--- src/rtl/sweep_mult_ctrl_if.sv ---
`default_nettype none
// ============================================================================
// Module      : sweep_mult_ctrl_if
// Description : Bundles the requester-side and adder-side signals of the
//               sweep multiplier controller.
//               slave  : the controller's view.
//               master : the environment's view (requester plus adder).
//               Requester side : start, multiplier, multiplicand ->
//                                busy, valid, result, err
//               Adder side     : add_done, add_product ->
//                                init_fsm, l_s, permit, rgstr1, rgstr2
// Revision    : 1.0 - initial release
// ============================================================================
interface sweep_mult_ctrl_if #(
  parameter int DW   = 8,
  parameter int DW_2 = 2 * DW
);
  // requester side
  logic            start;
  logic [DW-1:0]   multiplier;
  logic [DW-1:0]   multiplicand;
  logic            busy;
  logic            valid;
  logic [DW_2-1:0] result;
  logic            err;
  // adder side
  logic            add_done;
  logic [DW_2-1:0] add_product;
  logic            init_fsm;
  logic            l_s;
  logic            permit;
  logic [DW-1:0]   rgstr1;
  logic [DW_2-1:0] rgstr2;

  modport slave (
    input  start, multiplier, multiplicand, add_done, add_product,
    output busy, valid, result, err, init_fsm, l_s, permit, rgstr1, rgstr2
  );

  modport master (
    output start, multiplier, multiplicand, add_done, add_product,
    input  busy, valid, result, err, init_fsm, l_s, permit, rgstr1, rgstr2
  );
endinterface
`default_nettype wire

--- src/rtl/sweep_mult_ctrl.sv ---
`default_nettype none
// ============================================================================
// Module      : sweep_mult_ctrl
// Description : Sequences a sweep_sequential_adder to form one signed DWxDW
//               product per request.
//               Operands are converted to magnitudes at the accepting edge.
//               The adder is swept for DW cycles.
//               The adder's residual accumulator value is removed, and the
//               sign is restored.
// Ports       : clk  - clock, rising edge
//               rst  - asynchronous active-low reset
//               bus  - sweep_mult_ctrl_if.slave
//                      start/multiplier/multiplicand in
//                      add_done/add_product in (from adder)
//                      init_fsm/l_s/permit/rgstr1/rgstr2 out (to adder)
//                      busy/valid/result/err out (to requester)
// Revision    : 1.0 - initial release
// ============================================================================
module sweep_mult_ctrl #(
  parameter int DW      = 8,
  parameter int DW_2    = 2 * DW,
  parameter int DWlogb2 = $clog2(DW)
) (
  input  wire logic        clk,
  input  wire logic        rst,
  sweep_mult_ctrl_if.slave bus
);

  typedef enum logic [2:0] {
    S_IDLE = 3'd0,
    S_LOAD = 3'd1,
    S_ACC  = 3'd2,
    S_FIX  = 3'd3,
    S_DONE = 3'd4
  } state_t;

  localparam logic [DWlogb2:0] c_k_last = (DWlogb2 + 1)'(DW - 1);

  state_t           r_state;
  state_t           w_next;

  logic             r_sign;
  logic [DWlogb2:0] r_k;
  logic [DW_2-1:0]  r_base;
  logic [DW-1:0]    r_rgstr1;
  logic [DW_2-1:0]  r_rgstr2;
  logic [DW_2-1:0]  r_result;
  logic             r_err;

  logic             r_init_fsm, r_l_s, r_permit, r_busy, r_valid;
  logic             w_init_fsm, w_l_s, w_permit, w_busy, w_valid;

  logic             w_accept;
  logic [DW-1:0]    w_abs_a;
  logic [DW-1:0]    w_abs_b;
  logic [DW_2-1:0]  w_mag;

  assign w_accept = bus.start && ((r_state == S_IDLE) || (r_state == S_DONE));

  // The most negative operand maps to 2^(DW-1), which is still representable
  // as a DW-bit unsigned magnitude.
  assign w_abs_a = bus.multiplier[DW-1]   ? (~bus.multiplier + 1'b1)   : bus.multiplier;
  assign w_abs_b = bus.multiplicand[DW-1] ? (~bus.multiplicand + 1'b1) : bus.multiplicand;

  // The adder never clears its accumulator. The value captured at the end of
  // LOAD is a residue that must be removed from the final sum.
  assign w_mag = bus.add_product - r_base;

  // --------------------------------------------------------------------------
  // State register
  // --------------------------------------------------------------------------
  always_ff @(posedge clk or negedge rst) begin
    if (!rst) r_state <= S_IDLE;
    else      r_state <= w_next;
  end

  // --------------------------------------------------------------------------
  // Next state, plus control outputs decoded from the next state. The outputs
  // are then registered, so they line up with the state they describe.
  // --------------------------------------------------------------------------
  always_comb begin
    w_next     = r_state;
    w_init_fsm = 1'b0;
    w_l_s      = 1'b0;
    w_permit   = 1'b1;
    w_busy     = 1'b0;
    w_valid    = 1'b0;

    case (r_state)
      S_IDLE, S_DONE: if (w_accept) w_next = S_LOAD;
      S_LOAD:         w_next = S_ACC;
      S_ACC:          if (r_k == c_k_last) w_next = S_FIX;
      S_FIX:          w_next = S_DONE;
      default:        w_next = S_IDLE;
    endcase

    case (w_next)
      S_LOAD: begin
        w_init_fsm = 1'b1;
        w_l_s      = 1'b1;
        w_permit   = 1'b0;
        w_busy     = 1'b1;
      end
      S_ACC: begin
        w_init_fsm = 1'b1;
        w_permit   = 1'b0;
        w_busy     = 1'b1;
      end
      S_FIX: begin
        w_init_fsm = 1'b1;
        w_busy     = 1'b1;
      end
      S_DONE: begin
        w_init_fsm = 1'b1;
        w_valid    = 1'b1;
      end
      default: ;
    endcase
  end

  always_ff @(posedge clk or negedge rst) begin
    if (!rst) begin
      r_init_fsm <= 1'b0;
      r_l_s      <= 1'b0;
      r_permit   <= 1'b1;
      r_busy     <= 1'b0;
      r_valid    <= 1'b0;
    end else begin
      r_init_fsm <= w_init_fsm;
      r_l_s      <= w_l_s;
      r_permit   <= w_permit;
      r_busy     <= w_busy;
      r_valid    <= w_valid;
    end
  end

  // --------------------------------------------------------------------------
  // Datapath
  // --------------------------------------------------------------------------
  always_ff @(posedge clk or negedge rst) begin
    if (!rst) begin
      r_sign   <= 1'b0;
      r_k      <= '0;
      r_base   <= '0;
      r_rgstr1 <= '0;
      r_rgstr2 <= '0;
      r_result <= '0;
      r_err    <= 1'b0;
    end else begin
      case (r_state)
        S_IDLE, S_DONE: begin
          if (w_accept) begin
            r_sign   <= bus.multiplier[DW-1] ^ bus.multiplicand[DW-1];
            r_rgstr1 <= w_abs_a;
            r_rgstr2 <= {{(DW_2 - DW){1'b0}}, w_abs_b};
            r_k      <= '0;
            r_err    <= 1'b0;
          end
        end
        S_LOAD: r_base <= bus.add_product;
        S_ACC: begin
          // During sweep step k, the adder sees |B| << k.
          r_rgstr2 <= r_rgstr2 << 1;
          r_k      <= r_k + 1'b1;
        end
        S_FIX: begin
          r_result <= r_sign ? ({DW_2{1'b0}} - w_mag) : w_mag;
          // add_done can be stale-high earlier in a back-to-back run, so it
          // is only trusted here.
          if (!bus.add_done) r_err <= 1'b1;
        end
        default: ;
      endcase
    end
  end

  assign bus.init_fsm = r_init_fsm;
  assign bus.l_s      = r_l_s;
  assign bus.permit   = r_permit;
  assign bus.busy     = r_busy;
  assign bus.valid    = r_valid;
  assign bus.rgstr1   = r_rgstr1;
  assign bus.rgstr2   = r_rgstr2;
  assign bus.result   = r_result;
  assign bus.err      = r_err;

endmodule
`default_nettype wire

--- src/flat_wrapper.sv ---
// flat-port wrapper written by rule: the top's interface ports become plain ports
module sweep_mult_ctrl_flat 
#(
  parameter int DW      = 8,
  parameter int DW_2    = 2 * DW,
  parameter int DWlogb2 = $clog2(DW)
)
  (clk, rst, bus_start, bus_multiplier, bus_multiplicand, bus_add_done, bus_add_product, bus_busy, bus_valid, bus_result, bus_err, bus_init_fsm, bus_l_s, bus_permit, bus_rgstr1, bus_rgstr2);
  sweep_mult_ctrl_if #(.DW(DW), .DW_2(DW_2)) bus_i ();
  input  wire logic clk;
  input  wire logic rst;
  input wire logic [$bits(bus_i.start)-1:0] bus_start;
  input wire logic [$bits(bus_i.multiplier)-1:0] bus_multiplier;
  input wire logic [$bits(bus_i.multiplicand)-1:0] bus_multiplicand;
  input wire logic [$bits(bus_i.add_done)-1:0] bus_add_done;
  input wire logic [$bits(bus_i.add_product)-1:0] bus_add_product;
  output wire logic [$bits(bus_i.busy)-1:0] bus_busy;
  output wire logic [$bits(bus_i.valid)-1:0] bus_valid;
  output wire logic [$bits(bus_i.result)-1:0] bus_result;
  output wire logic [$bits(bus_i.err)-1:0] bus_err;
  output wire logic [$bits(bus_i.init_fsm)-1:0] bus_init_fsm;
  output wire logic [$bits(bus_i.l_s)-1:0] bus_l_s;
  output wire logic [$bits(bus_i.permit)-1:0] bus_permit;
  output wire logic [$bits(bus_i.rgstr1)-1:0] bus_rgstr1;
  output wire logic [$bits(bus_i.rgstr2)-1:0] bus_rgstr2;
  assign bus_i.start = bus_start;
  assign bus_i.multiplier = bus_multiplier;
  assign bus_i.multiplicand = bus_multiplicand;
  assign bus_i.add_done = bus_add_done;
  assign bus_i.add_product = bus_add_product;
  assign bus_busy = bus_i.busy;
  assign bus_valid = bus_i.valid;
  assign bus_result = bus_i.result;
  assign bus_err = bus_i.err;
  assign bus_init_fsm = bus_i.init_fsm;
  assign bus_l_s = bus_i.l_s;
  assign bus_permit = bus_i.permit;
  assign bus_rgstr1 = bus_i.rgstr1;
  assign bus_rgstr2 = bus_i.rgstr2;
  sweep_mult_ctrl #(.DW(DW), .DW_2(DW_2), .DWlogb2(DWlogb2)) u_core (.clk(clk), .rst(rst), .bus(bus_i));
endmodule
--- config.mk ---
export PLATFORM = sky130hd
export DESIGN_NAME = sweep_mult_ctrl_flat
export DESIGN_NICKNAME = d
export VERILOG_FILES = /design/src/rtl/sweep_mult_ctrl_if.sv /design/src/rtl/sweep_mult_ctrl.sv /design/src/flat_wrapper.sv
export SDC_FILE = /design/constraint.sdc
export NUM_CORES = 1
export LEC_CHECK = 0
export ABC_AREA = 1
export BUFFER_PORTS_ARGS = -buffer_cell sky130_fd_sc_hd__buf_2
export CAP_MARGIN = 20
export CORE_MARGIN = 3
export CORE_UTILIZATION = 50
export CTS_CLUSTER_DIAMETER = 150
export DETAILED_ROUTE_END_ITERATION = 12
export PLACE_DENSITY = 0.83
export SLEW_MARGIN = 20
export SYNTH_ARGS = -nofsm -noshare
export SYNTH_HDL_FRONTEND = slang
export SYNTH_SLANG_ARGS = --single-unit
--- constraint.sdc ---
create_clock -name clk -period 3 [get_ports clk]
set_clock_uncertainty 0.1 [all_clocks]
set_input_delay 0.6 -clock clk [delete_from_list [all_inputs] [get_ports clk]]
set_output_delay 0.6 -clock clk [all_outputs]
set_load 0.02 [all_outputs]
---- Yosys cells after proc, flatten, opt, wreduce, memory -nomap -nowiden ----
Index checks and enable logic that the tools add are counted.
word-level totals
  flip-flop bits (word level) ............. 70
  bits of input ports ..................... 36
  output and inout bits ................... 46
  logic and storage cells ................. 62
operators by class
  add/sub/neg operators ................... 5
  eq/ne operators ......................... 11
  mux-type cells .......................... 18
  bitwise logic cells ..................... 3
  reduce and logical (&&, ||, !) cells .... 12
operators by type and width
  cell                                                                   number
  16-bit two-way mux                                                     2
  16-bit case mux with 2 select lines                                    1
  8-bit by 1-bit adder with 8-bit output, second input constant          2
  8-bit two-way mux                                                      2
  8-bit NOT                                                              2
  1-bit by 16-bit subtractor with 16-bit output, first input constant    1
  16-bit subtractor                                                      1
  3-bit by 2-bit equality test with 1-bit output, second input constant  4
  3-bit case mux with 4 select lines                                     1
  4-bit case mux with 2 select lines                                     1
  1-bit two-way mux                                                      7
  3-bit by 1-bit equality test with 1-bit output, second input constant  2
  3-bit equality test, second input constant                             2
  3-bit two-way mux                                                      2
  4-bit by 1-bit adder with 4-bit output, second input constant          1
  4-bit by 3-bit equality test with 1-bit output, second input constant  1
  4-bit two-way mux                                                      1
  2-bit AND reduction                                                    2
  2-bit nonzero test                                                     2
  2-bit OR reduction                                                     2
  4-bit OR reduction                                                     1
  3-bit logical NOT                                                      1
  3-bit AND reduction                                                    1
  3-bit OR reduction                                                     1
  other kinds (6)                                                        6

---- Logic depth before layout (Yosys ltp) ----
Gate-level depths: netlist of run 1.
  depth after elaboration ................. 8
  mapped depth ............................ 19
  depth with buffers taken out ............ 19

---- Worst setup path before layout of run 1 ----
OpenSTA, ideal clock, no wires.
  path type ............................... input port to flip-flop
  start ................................... input bus_add_product[0]
  end ..................................... register u_core.r_result[10] (netlist: u_core.bus.result[10])
  arrival time ............................ 2438 ps
  required time ........................... 2769 ps
  setup slack ............................. 331 ps
  stages .................................. 15
  buffers on the path ..................... 0
  cell sequence ........................... inv_1 ha_1 inv_1 fa_1 inv_1 ha_1 a21boi_1 nand3_1 nor2_1 nand2_2 nor2_4 nand2_2 nand2_4 xor2_1 o21ai_1
on the way
  cells in the longest elaborated chain, start to end .. 3
RTL lines
  item                                           RTL line                text
  from (decl)                                    flat_wrapper.sv:16      input wire logic [$bits(bus_i.add_product)-1:0] bus_add_product;
  16-bit subtractor *                            sweep_mult_ctrl.sv:67   assign w_mag = bus.add_product - r_base;
  1-bit by 16-bit subtractor with 16-bit output  sweep_mult_ctrl.sv:167  r_result <= r_sign ? ({DW_2{1'b0}} - w_mag) : w_mag;
  16-bit two-way mux *                           sweep_mult_ctrl.sv:167
  to (signal assigned)                           sweep_mult_ctrl.sv:167
  to (decl)                                      sweep_mult_ctrl.sv:47   logic [DW_2-1:0] r_result;
Every way passes the cells marked *; elsewhere a longest branch is shown, timed or not.
A chain may end at the register's enable or synchronous reset.

---- Worst setup path in the final report of run 1 ----
  start ................................... register u_core.r_base[0]
  end ..................................... register u_core.r_result[10] (netlist: u_core.bus.result[10])
on the way
  cells in the longest elaborated chain, start to end .. 3
RTL lines
  item                                           RTL line                text
  from (decl)                                    sweep_mult_ctrl.sv:44   logic [DW_2-1:0] r_base;
  from (signal assigned)                         sweep_mult_ctrl.sv:160  S_LOAD: r_base <= bus.add_product;
  16-bit subtractor *                            sweep_mult_ctrl.sv:67
  1-bit by 16-bit subtractor with 16-bit output  sweep_mult_ctrl.sv:167
  16-bit two-way mux *                           sweep_mult_ctrl.sv:167
Marked as above.

==> impl_metrics.tcl, run 1 <==
set metrics [dict create \
    clk_latency_ns 0.36 \
    routedWlPerCell_um 12.8 \
    synth-edff-count 0 \
    start_util_pct 52.3 \
    finalPower_mw 5.57 \
    die_y_um 99.4 \
    path_clk_slew_ns 0.09 \
    crit_buf_inv 2 \
    ioPinCount 82 \
    max-vdd-ir-drop_mv 0.485 \
    synth_compound_area_share_pct 9.67 \
    numPortBuffers 81 \
    critPathTopFamily "adder cells" \
    ant_nets 0 \
    synth_area_leaders "dfrtp_1 (40%), nand2_1 (13%), inv_1 (7.6%), ha_1 (5.5%), nor2_1 (4.5%)" \
    htreeDepth 3 \
    arrival_ns 2.75 \
    yosys.area.top_type "dfrtp_1" \
    yosysTopAreaCellShare_pct 39.6 \
    synth_seq_area_share_pct 40.2 \
    synthCells 587 \
    drc_errors 0 \
    via_count 4052 \
    worstPathCellList "ha_1, inv_1, fa_1, inv_1, ha_1, a21boi_1, nand3_1, nor2_1, nand2_2, nor2_4, nand2_2, nand2_4, xor2_1, o21ai_1" \
    status "complete, no violations" \
    cts_root_buf "clkbuf_8" \
    syn-num-nets 643 \
    setup.worst_path.start_class "flop" \
    rsz0062_at_grt "no" \
    synth_cell_types 43 \
    crit_type "flop to flop" \
    fmaxAchievable_mhz 384 \
    die_w_um 99.4 \
    synth_top_flop_cell "dfrtp_1" \
    cts_buffer_depth 2 \
    synth_xor_area_share_pct 3.21 \
    antenna_found_initial 0 \
    cts_tree "yes" \
    cts_hold_buf 0 \
    max-cap-violations 0 \
    ys_seq_elements 70 \
    antenna_cells 0 \
    drive_gt1_share_pct 22.3 \
    dieArea_um2 9880 \
    synth_top_family_by_area "simple AND/OR/NAND/NOR gates" \
    endpoint_kind "flop" \
    post_cts_resized 0 \
    cts.sinks 70 \
    fin_tns_setup_ns 0 \
    grt_pass1_wl_um 17800 \
    worst_slew_pin_slew_ns 0.710 \
    pwr_density_cell_nw_per_um2 1100 \
    core_area_um2 8340 \
    finalCritPeriodShare_pct 86.7 \
    vias_per_cell 5.16 \
    grt.overflow.total 0 \
    async_flop_share_pct 100 \
    cp_max_fo 5 \
    worstPathRequired_ns 3.14 \
    rows 33 \
    final.min_clock_period_ns 2.60 \
    synth_area_um2 4360 \
    synth_fa_ha_area_share_pct 5.91 \
    area_growth_pct 16.6 \
    maxSlewHeadroom_pct 52.7 \
    grt_max_degree 33 \
    setup_viol 0 \
    hold_viol 0 \
    synth.most_common_cell "nand2_1" \
    critPathSlowestCell "fa_1" \
    post-cts-setup-buffers 0 \
    power.leakage_nw 2.84 \
    dr.pass1.iters 5 \
    numCtsBuffers 9 \
    yosysWarnings 0 \
    synthMuxAreaShare_pct 0.258 \
    dp_hpwl_um 7960 \
    wl_um 10100 \
    track_usage_pct 22.1 \
    yosys.area_share.simple_pct 31.5 \
    slowest_delay_ns 0.46 \
    finalMaxSlewViolations 0 \
    avgSynthCellArea_um2 7.43 \
    first_iter_violations 245 \
    grt_pass1_vias 4011 \
    nets 732 \
    synth_commonest_cells "nand2_1 (155), inv_1 (88), dfrtp_1 (69)" \
    min_path_type "input port to asynchronous set/reset pin" \
    gp_congestion 0.951 \
]
logic make-up (layout without fill, tap and decap cells):
group / Yosys count / in the layout
simple gates: 303 / 303
buf+inv: 104 / 198
compound gates: 73 / 73
flops: 70 / 70
fa+ha+maj: 20 / 20
xor+xnor: 16 / 16
mux: 1 / 1
worst register-to-register path, cell delays in order (launching register included):
cell and delay [ns]:
dfrtp_1 0.39, ha_1 0.17, inv_1 0.11, fa_1 0.46, inv_1 0.10, ha_1 0.15
a21boi_1 0.16, nand3_1 0.12, nor2_1 0.13, nand2_2 0.09, nor2_4 0.12, nand2_2 0.07
nand2_4 0.09, xor2_1 0.15, o21ai_1 0.08
final timing paths:
path / startpoint / to / slack, ns / depth (start not counted)
worst max-delay path: u_core.r_base[0] / u_core.bus.result[10] / 0.40 / 14
worst min-delay path: rst / u_core.bus.result[10] / 0.17 / 1
worst max register to register: u_core.r_base[0] / u_core.bus.result[10] / 0.40 / 14
worst min register to register: u_core.r_k[3] / u_core.r_k[3] / 0.38 / 1
max in group asynchronous: rst / u_core.bus.permit / 1.82 / 2
min in group clk: u_core.r_k[3] / u_core.r_k[3] / 0.38 / 1
area by class of cell:
type | instances | area (um^2)
multi-input combinational | 413 | 2210
inverter | 95 | 357
fill | 774 | 3260
clock buffer | 9 | 124
tap | 105 | 131
clock inverter | 7 | 62.6
timing repair buffer | 87 | 450
sequential | 70 | 1750
routing by layer:
layer  part of all wire, %  wire [um]  vias to the layer above  GRT usage, %
met5                     0          0                        -             0
met4                   2.0        199                        0          8.61
met3                   6.0        600                       21          4.70
met2                    48       4850                      107          37.5
met1                    44       4430                     1879          27.6
li1                      -          -                     2045             -
flip-flops by register name, summed over array words and instances (netlist names):
name,flops
u_core.bus.busy,1
u_core.bus.err,1
u_core.bus.init_fsm,1
u_core.bus.l_s,1
u_core.bus.permit,1
u_core.bus.result,16
u_core.bus.rgstr1,8
u_core.bus.rgstr2,16
u_core.bus.valid,1
u_core.r_base,16
u_core.r_k,4
u_core.r_sign,1
u_core.r_state,3
placed cells by master (no fill, tap or decap), types with 8 or more instances in the layout:
master | synthesis | routed
buf_2 | 0 | 81
nand3_1 | 38 | 38
o22ai_1 | 8 | 8
inv_1 | 88 | 88
ha_1 | 19 | 19
nand3_2 | 9 | 9
nand2_2 | 21 | 21
a21oi_1 | 25 | 25
clkbuf_8 | 0 | 9
nand2_1 | 155 | 155
nor3_1 | 8 | 8
o21ai_0 | 21 | 21
dfrtp_1 | 69 | 69
nor2_1 | 52 | 52
xor2_1 | 12 | 12
through the flow:
step | worst slack (ns) | cell area [um^2] | cells | util (%) | hold WS (ns)
2_1_floorplan | 0.331 | 4360 | 587 | - | 0.204
3_3_place_gp | 0.132 | 4900 | 770 | 58.7 | 0.354
3_5_place_dp | 0.0465 | 4900 | 770 | 58.7 | 0.363
4_1_cts | 0.394 | 5080 | 786 | 61.0 | 0.195
5_1_grt | 0.162 | 5080 | 786 | 61.0 | 0.232
6_report | 0.398 | 5080 | 786 | 61.0 | 0.175
power by group:
| part | leakage [nW] | switching (mW) | total [mW] | internal, mW |
|---|---|---|---|---|
| Clock | 0.0927 | 0.418 | 0.735 | 0.317 |
| Combinational | 1.89 | 2.15 | 3.25 | 1.10 |
| Sequential | 0.858 | 0.236 | 1.59 | 1.35 |
(Power assumes the default switching activity.)
==> run 2: changes to the inputs <==
--- a/config.mk
+++ b/config.mk
@@ -8,11 +8,12 @@
 export ABC_AREA = 1
 export BUFFER_PORTS_ARGS = -buffer_cell sky130_fd_sc_hd__buf_2
 export CAP_MARGIN = 20
+export CORE_ASPECT_RATIO = 1.5
 export CORE_MARGIN = 3
-export CORE_UTILIZATION = 50
+export CORE_UTILIZATION = 55
 export CTS_CLUSTER_DIAMETER = 150
 export DETAILED_ROUTE_END_ITERATION = 12
-export PLACE_DENSITY = 0.83
+export PLACE_DENSITY = 0.89
 export SLEW_MARGIN = 20
 export SYNTH_ARGS = -nofsm -noshare
 export SYNTH_HDL_FRONTEND = slang
==> run 2 against run 1 <==
Global-route usage rose by 2.2 points. Setup slack got worse by 0.035 ns. First-iteration DRC count fell by 15%. Non-clock buffer count did not move. Combinational power rose by 2%. Critical path depth rose by 2. Die area fell by 8.3%. Via count rose by 0.39%. Register-to-register slack got worse by 0.02 ns. Hold slack improved by 0.031 ns. Maximum frequency fell by 1.3%. Sequential power barely moved.
==> impl_metrics.tcl, run 2 (synthesized netlist as in run 1, its figures left out) <==
set metrics [dict create \
    r2r_start "u_core.r_base[0]" \
    cts_buffer_depth 2 \
    ant_nets 0 \
    max-cap-violations 0 \
    crit_buf_inv 4 \
    first_iter_violations 209 \
    cts_root_buf "clkbuf_16" \
    max-vdd-ir-drop_mv 0.723 \
    grt_max_degree 43 \
    core_area_um2 7660 \
    path_clk_slew_ns 0.06 \
    via_count 4068 \
    multi_input_area_um2 2210 \
    antenna_cells 0 \
    layout_commonest_cell "nand2_1" \
    power.leakage_nw 2.91 \
    finalMaxSlewViolations 0 \
    fmaxAchievable_mhz 379 \
    critPathSlowestCell "fa_1" \
    nets 732 \
    fillers 641 \
    numPortBuffers 81 \
    grt.overflow.total 0 \
    setup_viol 0 \
    status "complete, no violations" \
    endpoint_kind "flop" \
    worst_slew_pin_slew_ns 0.700 \
    critPathTopFamily "adder cells" \
    ioPinCount 82 \
    rows 39 \
    rsz0062_at_grt "no" \
    grt_pass1_vias 4167 \
    htreeDepth 3 \
    fin_tns_setup_ns 0 \
    area_growth_pct 20.0 \
    cts.sinks 70 \
    slowest_delay_ns 0.46 \
    antenna_found_initial 0 \
    start_util_pct 56.9 \
    dr.pass1.iters 5 \
    pwr_density_cell_nw_per_um2 1150 \
    dieArea_um2 9050 \
    track_usage_pct 24.3 \
    fin_area_um2 5230 \
    gp_congestion 0.889 \
    cts_hold_buf 0 \
    cp-startpoint "bus_add_product[0]" \
    holdWs_ns 0.205 \
    r2r-end "u_core.bus.result[8]" \
    dp_hpwl_um 8040 \
    r2r_slack_ns 0.38 \
    place_ws_ns 0.0465 \
    hold_viol 0 \
    cp_max_fo 4 \
    final.min_clock_period_ns 2.64 \
    arrival_ns 2.75 \
    setup.worst_path.start_class "input port" \
    vias_per_cell 5.20 \
    drive_gt1_share_pct 22.2 \
    placed_area_um2 4910 \
    numCtsBuffers 9 \
    die_w_um 78.7 \
    drc_errors 0 \
    crit_cells 16 \
    rr_worst_depth 14 \
    crit_type "input port to flop" \
    routedWlPerCell_um 13.2 \
    wl_um 10400 \
    worstPathRequired_ns 3.12 \
    finalCritPeriodShare_pct 87.9 \
    layout_setup_ws_ns 0.363 \
    endpoint "u_core.bus.result[8]" \
    post_cts_resized 0 \
    cts_tree "yes" \
    regArea_um2 1750 \
    maxSlewHeadroom_pct 53.4 \
    clk_latency_ns 0.33 \
    grt_pass1_wl_um 17500 \
    layout_common_cells "nand2_1 (155), inv_1 (88), buf_2 (81)" \
    worstPathCellList "buf_2, inv_1, ha_1, inv_1, fa_1, inv_1, ha_1, a21boi_1, nand3_1, nor2_1, nand2_2, nor2_4, nor2_1, or2_1, nand3_1, nand2_1" \
    post-cts-setup-buffers 0 \
    cpMostUsedCell "inv_1" \
    min_path_type "input port to asynchronous set/reset pin" \
    die_y_um 115 \
]
## run 2: worst min-delay path by stage
stage	startpoint	end	slack (ns)	cells after the start
floorplan	rst	u_core.bus.busy	0.20	0
global placement	u_core.r_k[3]	u_core.r_k[3]	0.35	1
detailed placement	u_core.bus.result[14]	u_core.bus.result[14]	0.36	2
CTS	rst	u_core.r_base[9]	0.23	1
global route	rst	u_core.r_base[9]	0.26	1
finish	rst	u_core.r_base[9]	0.21	1
## run 2: layout make-up
class / count / area share, %
Sequential cell: 70 / 33.5
Timing Repair Buffer: 87 / 8.85
Clock buffer: 11 / 4.64
Multi-Input combinational cell: 413 / 42.2
Tap cell: 102 / 2.44
Clock inverter: 5 / 1.58
Inverter: 95 / 6.82
## run 2: routing by layer
metal  part of all wire (%)  track usage (%)
met4                    3.3             12.6
met3                    4.4             4.47
met1                     38             24.6
met5                      0                0
met2                     55             46.6
## run 2: where the power goes
| group | switching [mW] | internal (mW) | total (mW) |
|---|---|---|---|
| clock | 0.400 | 0.752 | 1.15 |
| sequential | 0.230 | 1.36 | 1.59 |
| combinational | 2.19 | 1.11 | 3.30 |
| total | 2.82 | 3.22 | 6.04 |
## run 2: stage by stage
step | util (%) | instances | total power, mW
2_1_floorplan | - | 587 | 3.98
3_5_place_dp | 64.0 | 767 | 4.88
3_3_place_gp | 64.0 | 767 | 4.78
6_report | 68.3 | 783 | 6.04
5_1_grt | 68.3 | 783 | 6.53
4_1_cts | 68.3 | 783 | 6.06
